<file path="src/rtl/controle_es.sv">
// controle_es: board-side I/O sequencing for the single-cycle processor.
// It handles the in, out and halt instructions. For in, it stalls the
// datapath until the operator confirms the switch value with a debounced
// button press. For out, it latches a register value onto the display.
// For halt, it freezes the processor until reset.
module controle_es #(
  parameter int LARGURA         = 32,
  parameter int LARG_CHAVES     = 16,
  parameter int CICLOS_DEBOUNCE = 4
) (
  input  logic                   clock,
  input  logic                   reset,
  input  logic                   OpIn,
  input  logic                   OpOut,
  input  logic                   OpHalt,
  input  logic                   botao,
  input  logic [LARG_CHAVES-1:0] chaves,
  input  logic [LARGURA-1:0]     dado_reg,
  output logic                   Pausa,
  output logic [LARGURA-1:0]     dado_entrada,
  output logic                   escreve_entrada,
  output logic [LARGURA-1:0]     saida,
  output logic                   saida_nova,
  output logic                   aguardando,
  output logic                   parado
);

  localparam int CW = $clog2(CICLOS_DEBOUNCE) + 1;
  // Last count value before the debounced level flips.
  localparam logic [CW-1:0] CNT_ULTIMO = CW'(CICLOS_DEBOUNCE - 1);

  localparam logic [2:0] EXECUTA       = 3'd0;
  localparam logic [2:0] ESPERA_SOLTAR = 3'd1;
  localparam logic [2:0] ESPERA_APERTO = 3'd2;
  localparam logic [2:0] CAPTURA       = 3'd3;
  localparam logic [2:0] PARADO        = 3'd4;

  logic               sync1_q, sync1_d;
  logic               sync2_q, sync2_d;
  logic [CW-1:0]      cnt_q, cnt_d;
  logic               bd_q, bd_d;
  logic [2:0]         estado_q, estado_d;
  logic [LARGURA-1:0] saida_q, saida_d;
  logic               saida_nova_q, saida_nova_d;
  logic [LARGURA-1:0] dado_q, dado_d;
  logic [LARGURA-1:0] chaves_ext;

  // Two-flop synchronizer for the asynchronous pushbutton.
  always_comb begin
    sync1_d = botao;
    sync2_d = sync1_q;
  end

  // Debounce: the level must differ from bd for CICLOS_DEBOUNCE consecutive cycles.
  always_comb begin
    cnt_d = '0;
    bd_d  = bd_q;
    if (sync2_q != bd_q) begin
      if (cnt_q == CNT_ULTIMO) begin
        bd_d = ~bd_q;
      end else begin
        cnt_d = cnt_q + CW'(1);
      end
    end
  end

  // Zero-extend the switch bank to the datapath width.
  always_comb begin
    chaves_ext                  = '0;
    chaves_ext[LARG_CHAVES-1:0] = chaves;
  end

  // Instruction sequencing. Halt has priority over in, and in over out.
  always_comb begin
    estado_d     = estado_q;
    saida_d      = saida_q;
    saida_nova_d = 1'b0;
    dado_d       = dado_q;
    case (estado_q)
      EXECUTA: begin
        if (OpHalt) begin
          estado_d = PARADO;
        end else if (OpIn) begin
          estado_d = ESPERA_SOLTAR;
        end else if (OpOut) begin
          saida_d      = dado_reg;
          saida_nova_d = 1'b1;
        end
      end
      // A button still held from before must be released first.
      ESPERA_SOLTAR: if (!bd_q) estado_d = ESPERA_APERTO;
      ESPERA_APERTO: begin
        if (bd_q) begin
          dado_d   = chaves_ext;
          estado_d = CAPTURA;
        end
      end
      // OpIn is still high here for the same instruction and is ignored.
      CAPTURA: estado_d = EXECUTA;
      PARADO:  estado_d = PARADO;
      default: estado_d = EXECUTA;
    endcase
  end

  // State registers with asynchronous reset.
  always_ff @(posedge clock or posedge reset) begin
    if (reset) begin
      sync1_q      <= 1'b0;
      sync2_q      <= 1'b0;
      cnt_q        <= '0;
      bd_q         <= 1'b0;
      estado_q     <= EXECUTA;
      saida_q      <= '0;
      saida_nova_q <= 1'b0;
      dado_q       <= '0;
    end else begin
      sync1_q      <= sync1_d;
      sync2_q      <= sync2_d;
      cnt_q        <= cnt_d;
      bd_q         <= bd_d;
      estado_q     <= estado_d;
      saida_q      <= saida_d;
      saida_nova_q <= saida_nova_d;
      dado_q       <= dado_d;
    end
  end

  // Pausa is combinational so in/halt stall in their own first cycle. It is
  // forced low while reset is asserted.
  always_comb begin
    Pausa = ~reset & (((estado_q == EXECUTA) & (OpIn | OpHalt)) |
                      (estado_q == ESPERA_SOLTAR) |
                      (estado_q == ESPERA_APERTO) |
                      (estado_q == PARADO));
  end

  assign escreve_entrada = (estado_q == CAPTURA);
  assign aguardando      = (estado_q == ESPERA_SOLTAR) | (estado_q == ESPERA_APERTO);
  assign parado          = (estado_q == PARADO);
  assign saida           = saida_q;
  assign saida_nova      = saida_nova_q;
  assign dado_entrada    = dado_q;

endmodule

</file>
<file path="config.mk">
export PLATFORM = sky130hd
export DESIGN_NAME = controle_es
export DESIGN_NICKNAME = d
export VERILOG_FILES = /design/src/rtl/controle_es.sv
export SDC_FILE = /design/constraint.sdc
export NUM_CORES = 1
export LEC_CHECK = 0
export ABC_AREA = 1
export CAP_MARGIN = 10
export CELL_PAD_IN_SITES_DETAIL_PLACEMENT = 1
export CELL_PAD_IN_SITES_GLOBAL_PLACEMENT = 1
export CORE_MARGIN = 2
export CORE_UTILIZATION = 39
export DETAILED_ROUTE_END_ITERATION = 10
export DONT_BUFFER_PORTS = 1
export PLACE_DENSITY = 0.72
export SLEW_MARGIN = 10
export SYNTH_ARGS = -nofsm -noshare
export SYNTH_HDL_FRONTEND = slang
export SYNTH_SLANG_ARGS = --single-unit
export TNS_END_PERCENT = 1
</file>
<file path="constraint.sdc">
create_clock -name clock -period 2.18 [get_ports clock]
set_clock_uncertainty 0.15 [all_clocks]
set_input_delay 0.327 -clock clock [delete_from_list [all_inputs] [get_ports clock]]
set_output_delay 0.327 -clock clock [all_outputs]
set_load 0.05 [all_outputs]
</file>
# [Word-level counts from Yosys, hierarchy flattened]
# Cells that the tools add are included.
[totals] ff_bits=58
[op_classes] n_addsub=1 eq_ne=9 mux=11 n_bitwise=11 reduce_logical=5
[op_table] op="$mux 3" n=6
[op_table] op="$pmux 3 s4" n=1
[op_table] op="$eq 3x2->1 const B" n=3
[op_table] op="$or 1x1->1" n=5
[op_table] op="$mux 1" n=4
[op_table] op="$ne 2x2->1 const B" n=2
[op_table] op="$not 1->1" n=4
[op_table] op="$reduce_and 2->1" n=2
[op_table] op="$reduce_and 4->1" n=1
[op_table] op="$add 3x1->3 const B" n=1
[op_table] op="$eq 3x1->1 const B" n=1
[op_table] op="$eq 3x3->1 const B" n=1
[op_table] op="$logic_not 3->1" n=1
[op_table] op="$ne 3x3->1 const B" n=1
[op_table] op="$reduce_and 3->1" n=1
[op_table] op="$and 1x1->1" n=2
[op_table] op="$ne 1x1->1" n=1

# [Depth between registers and ports, before layout]
[depth] word_depth=6 mapped_depth=8

# [Worst setup path before layout]
# Ideal clock, no wire load.
[synth_timing] kind="reg-to-output" startpoint="register estado_q[0]" endpoint="output Pausa" arrival_time_ps=1539 required_ps=1703 setup_slack_ps=164 path_stages_with_launch=5 path_buffers=0 cell_sequence="dfrtp_1 > nor2_1 > nor2_1 > nand2_1 > a21oi_1"
[synth_via] elab_chain_cells=6 word_cells_on_any_way=9
[synth_lines] element="from (decl)" line_no="42" source="logic [2:0] estado_q, estado_d;"
[synth_lines] element="from (signal assigned)" line_no="121" source="estado_q <= estado_d;"
[synth_lines] element="$logic_not 3->1" line_no="131" source="Pausa = ~reset & (((estado_q == EXECUTA) & (OpIn | OpHalt)) |"
[synth_lines] element="$and 1x1->1" line_no="131"
[synth_lines] element="$or 1x1->1" line_no="131"
[synth_lines] element="$or 1x1->1" line_no="132" source="(estado_q == ESPERA_SOLTAR) |"
[synth_lines] element="$or 1x1->1 (*)" line_no="133" source="(estado_q == ESPERA_APERTO) |"
[synth_lines] element="$and 1x1->1 (*)" line_no="131"
[synth_lines] element="to (decl)" line_no="19" source="output logic Pausa,"
# Every way passes the cells marked *; elsewhere a longest branch is shown, timed or not.

# [Worst setup path in the final report]
# Same ends and word-level chain as after synthesis.

==> flow_metrics.py <==
metrics = {
    "status": {
        "outcome": "finished clean",
    },
    "layout": {
        "diodes": 0,
        "final_common_cell": "nand2_1",
        "final_cell_mix": "nand2_1, dfrtp_1, dlygate4sd3_1",
        "drive_gt1_share_pct": 8.455,
        "fillers": 721,
        "finalNetCount": 393,
        "area.growth.synth_to_final_pct": 28.31,
    },
    "synth": {
        "ys_ff_latch": 58,
        "ys_seq_area_share_pct": 58.85,
        "synth.distinct_cells": 20,
        "synthesis.area_um2": 2466,
        "ys_warn_count": 0,
        "avgSynthCellArea_um2": 8.776,
        "synth_cells": 281,
    },
    "pwr": {
        "clockPowerShare_pct": 22.0,
        "p_sw_uw": 2011,
        "p_int_uw": 2111,
        "combPwrFrac_pct": 16.6,
        "p_seq_share_pct": 61.3,
        "power_leakage_uw": 0.001624,
        "powerDensity_nw_per_um2": 1303,
        "sw_frac_of_total_pct": 48.79,
        "ir_drop_mv": 0.6999,
    },
    "floorplanning": {
        "initial_core_util_pct": 40.93,
        "coreArea_um2": 6026,
        "num_rows": 28,
        "die_w_um": 83.52,
        "die_height_um": 83.52,
        "die_area_um2": 6976,
        "ios": 123,
    },
    "clocking": {
        "cts_tree": "built",
        "root_buffer": "clkbuf_8",
        "clock_sinks": 58,
        "cts.clk_slew.worst_paths_ns": 0.07,
        "numCtsBuffers": 9,
        "clk_latency_ns": 0.32,
        "ctsHtreeMaxLevel": 3,
        "ctsLongestPathBuffers": 2,
    },
    "placed_design": {
        "io_buffers": 0,
        "pre_cts_ws_ns": 0.5011,
        "globalplace.congestion": 0.8248,
        "hpwl_mm": 3.780,
    },
    "hold_path": {
        "hold_class": "input port to flop",
        "holdPathEnd": "estado_q[2]",
        "hp-start": "OpHalt",
        "hold_depth": 2,
    },
    "routing": {
        "detail_route.wl_per_cell_um": 15.17,
        "drt_wl_total_mm": 6.341,
        "via_per_inst": 4.722,
        "drc": 0,
        "num_vias": 1974,
        "ant_nets": 0,
        "drtIter0Drc": 55,
        "dr.pass1.iters": 4,
    },
    "timing": {
        "fmax_mhz": 497.4,
        "layout_setup_ws_ns": 0.1695,
        "setup_violations": 0,
        "worstMarginPinSlew_ns": 0.5996,
        "fin_tns_setup_ns": 0,
        "rsz0062_at_grt": "no",
        "slew-limit-headroom_pct": 59.97,
        "min_period_ns": 2.010,
        "hold_viol_final": 0,
        "fin_crit_sh_pct": 92.22,
        "drv_slew": 0,
    },
    "critical_path": {
        "r2r-end": "saida[10]",
        "worstPathRequired_ns": 1.70,
        "worstPathMaxFanout": 6,
        "worstReg2RegStart": "estado_q[0]",
        "r2r_slack_ns": 0.48,
        "endpoint_kind": "primary output",
        "start_kind": "flop",
        "r2r_cells": 7,
        "critPathArrivalTime_ns": 1.53,
        "criticalPathCategory": "flop to primary output",
    },
    "grt": {
        "overflow": 0,
        "grt_pass1_wl_mm": 10.52,
        "use_met1_pct": 21.17,
        "met2_usage_pct": 33.80,
        "globalRouteMet3Util_pct": 6.133,
        "antenna_found_initial": 0,
        "grt.busiest_layer": "met2",
        "grt_pass1_vias": 2187,
        "grt_usage_pct": 18.98,
        "grt_max_degree": 34,
    },
    "run": {
        "drv_cap": 0,
    },
}
## cell type report
type / count / area, um2 / area share (%)
clock buffer: 14 / 172.7 / 5.457
clock inverter: 2 / 10.01 / 0.3163
multi-input combinational: 202 / 833.3 / 26.33
sequential: 58 / 1451 / 45.87
inverter: 10 / 37.54 / 1.186
timing repair buffer: 57 / 565.5 / 17.87
tap: 75 / 93.84 / 2.966
## power by group through the flow
stage / combinational [uW] / sequential (uW) / clock, uW
after floorplan: 530 / 2460 / 0
final: 686 / 2530 / 908
after detailed placement: 614 / 2550 / 0
after global placement: 576 / 2550 / 0
after global routing: 781 / 2570 / 997
after CTS: 682 / 2540 / 938
## worst max-delay path by stage
stage | startpoint | end | slack, ns | cells past startpoint
after floorplan | estado_q[0] | Pausa | 0.16 | 4
after global placement | estado_q[0] | Pausa | 0.57 | 5
after detailed placement | estado_q[0] | saida[19] | 0.50 | 7
after CTS | estado_q[0] | Pausa | 0.14 | 5
after global routing | estado_q[0] | Pausa | 0.007 | 5
final | estado_q[0] | Pausa | 0.17 | 5
## synthesized netlist by cell type, drive strengths merged
library cell,instances,share of area (%)
nor3,2,0.86
nor3b,1,0.30
nor2,12,1.8
o21ai,1,0.20
nand4,2,0.51
xnor2,1,0.36
nand2,146,23
inv,10,1.5
buf,26,8.1
conb,1,0.15
dfrtp,58,59
ha,1,0.51
a21oi,2,0.41
nand3,18,3.7
## cell families after synthesis
kind of cell / Yosys count / share of synthesized area (%)
DFF: 58 / 58.85
AOI/OAI and AO/OA: 3 / 0.6086
other: 1 / 0.1521
adders and majority gates: 1 / 0.5073
xor gates and xnor gates: 1 / 0.3552
and+or+nand+nor: 181 / 29.88
buffers and inverters: 36 / 9.640
## through the flow
step           util (%)  power, uW  cell area [um2]  hold WS [ns]  cells
3_3_place_gp      41.18       3123             2481        0.1702    352
2_1_floorplan         -       2992             2522        0.1812    296
3_5_place_dp      41.18       3162             2481        0.1722    352
5_1_grt           52.51       4349             3164       0.04039    418
4_1_cts           52.51       4155             3164       0.02364    418
6_report          52.51       4123             3164       0.04135    418
## worst max-delay path, cell delays in order (launching register included)
cell and delay [ns]:
dfrtp_1 0.48, nor2_1 0.11, nor2_1 0.17, nand2_1 0.09
a21oi_1 0.13, buf_4 0.21
## routing by layer
layer | up-vias | part of all wire, %
met2 | 78 | 52
met1 | 947 | 40
met5 | - | 0
met4 | 0 | 1.2
li1 | 940 | -
met3 | 9 | 6.9
## flip-flops by register name, summed over array words and instances, names as in the netlist
| signal | cells |
|---|---|
| estado_q | 3 |
| cnt_q | 3 |
| sync2_q | 1 |
| sync1_q | 1 |
| saida | 32 |
| dado_entrada | 16 |
| saida_nova | 1 |
| bd_q | 1 |
## what timing repair did
| action | CTS | global route |
|---|---|---|
| hold endpoints to repair | 75 | 0 |
| setup buffers | 0 | 0 |
| resized for setup | 0 | 0 |
| hold buffers | 50 | 0 |
(Power assumes the default switching activity.)
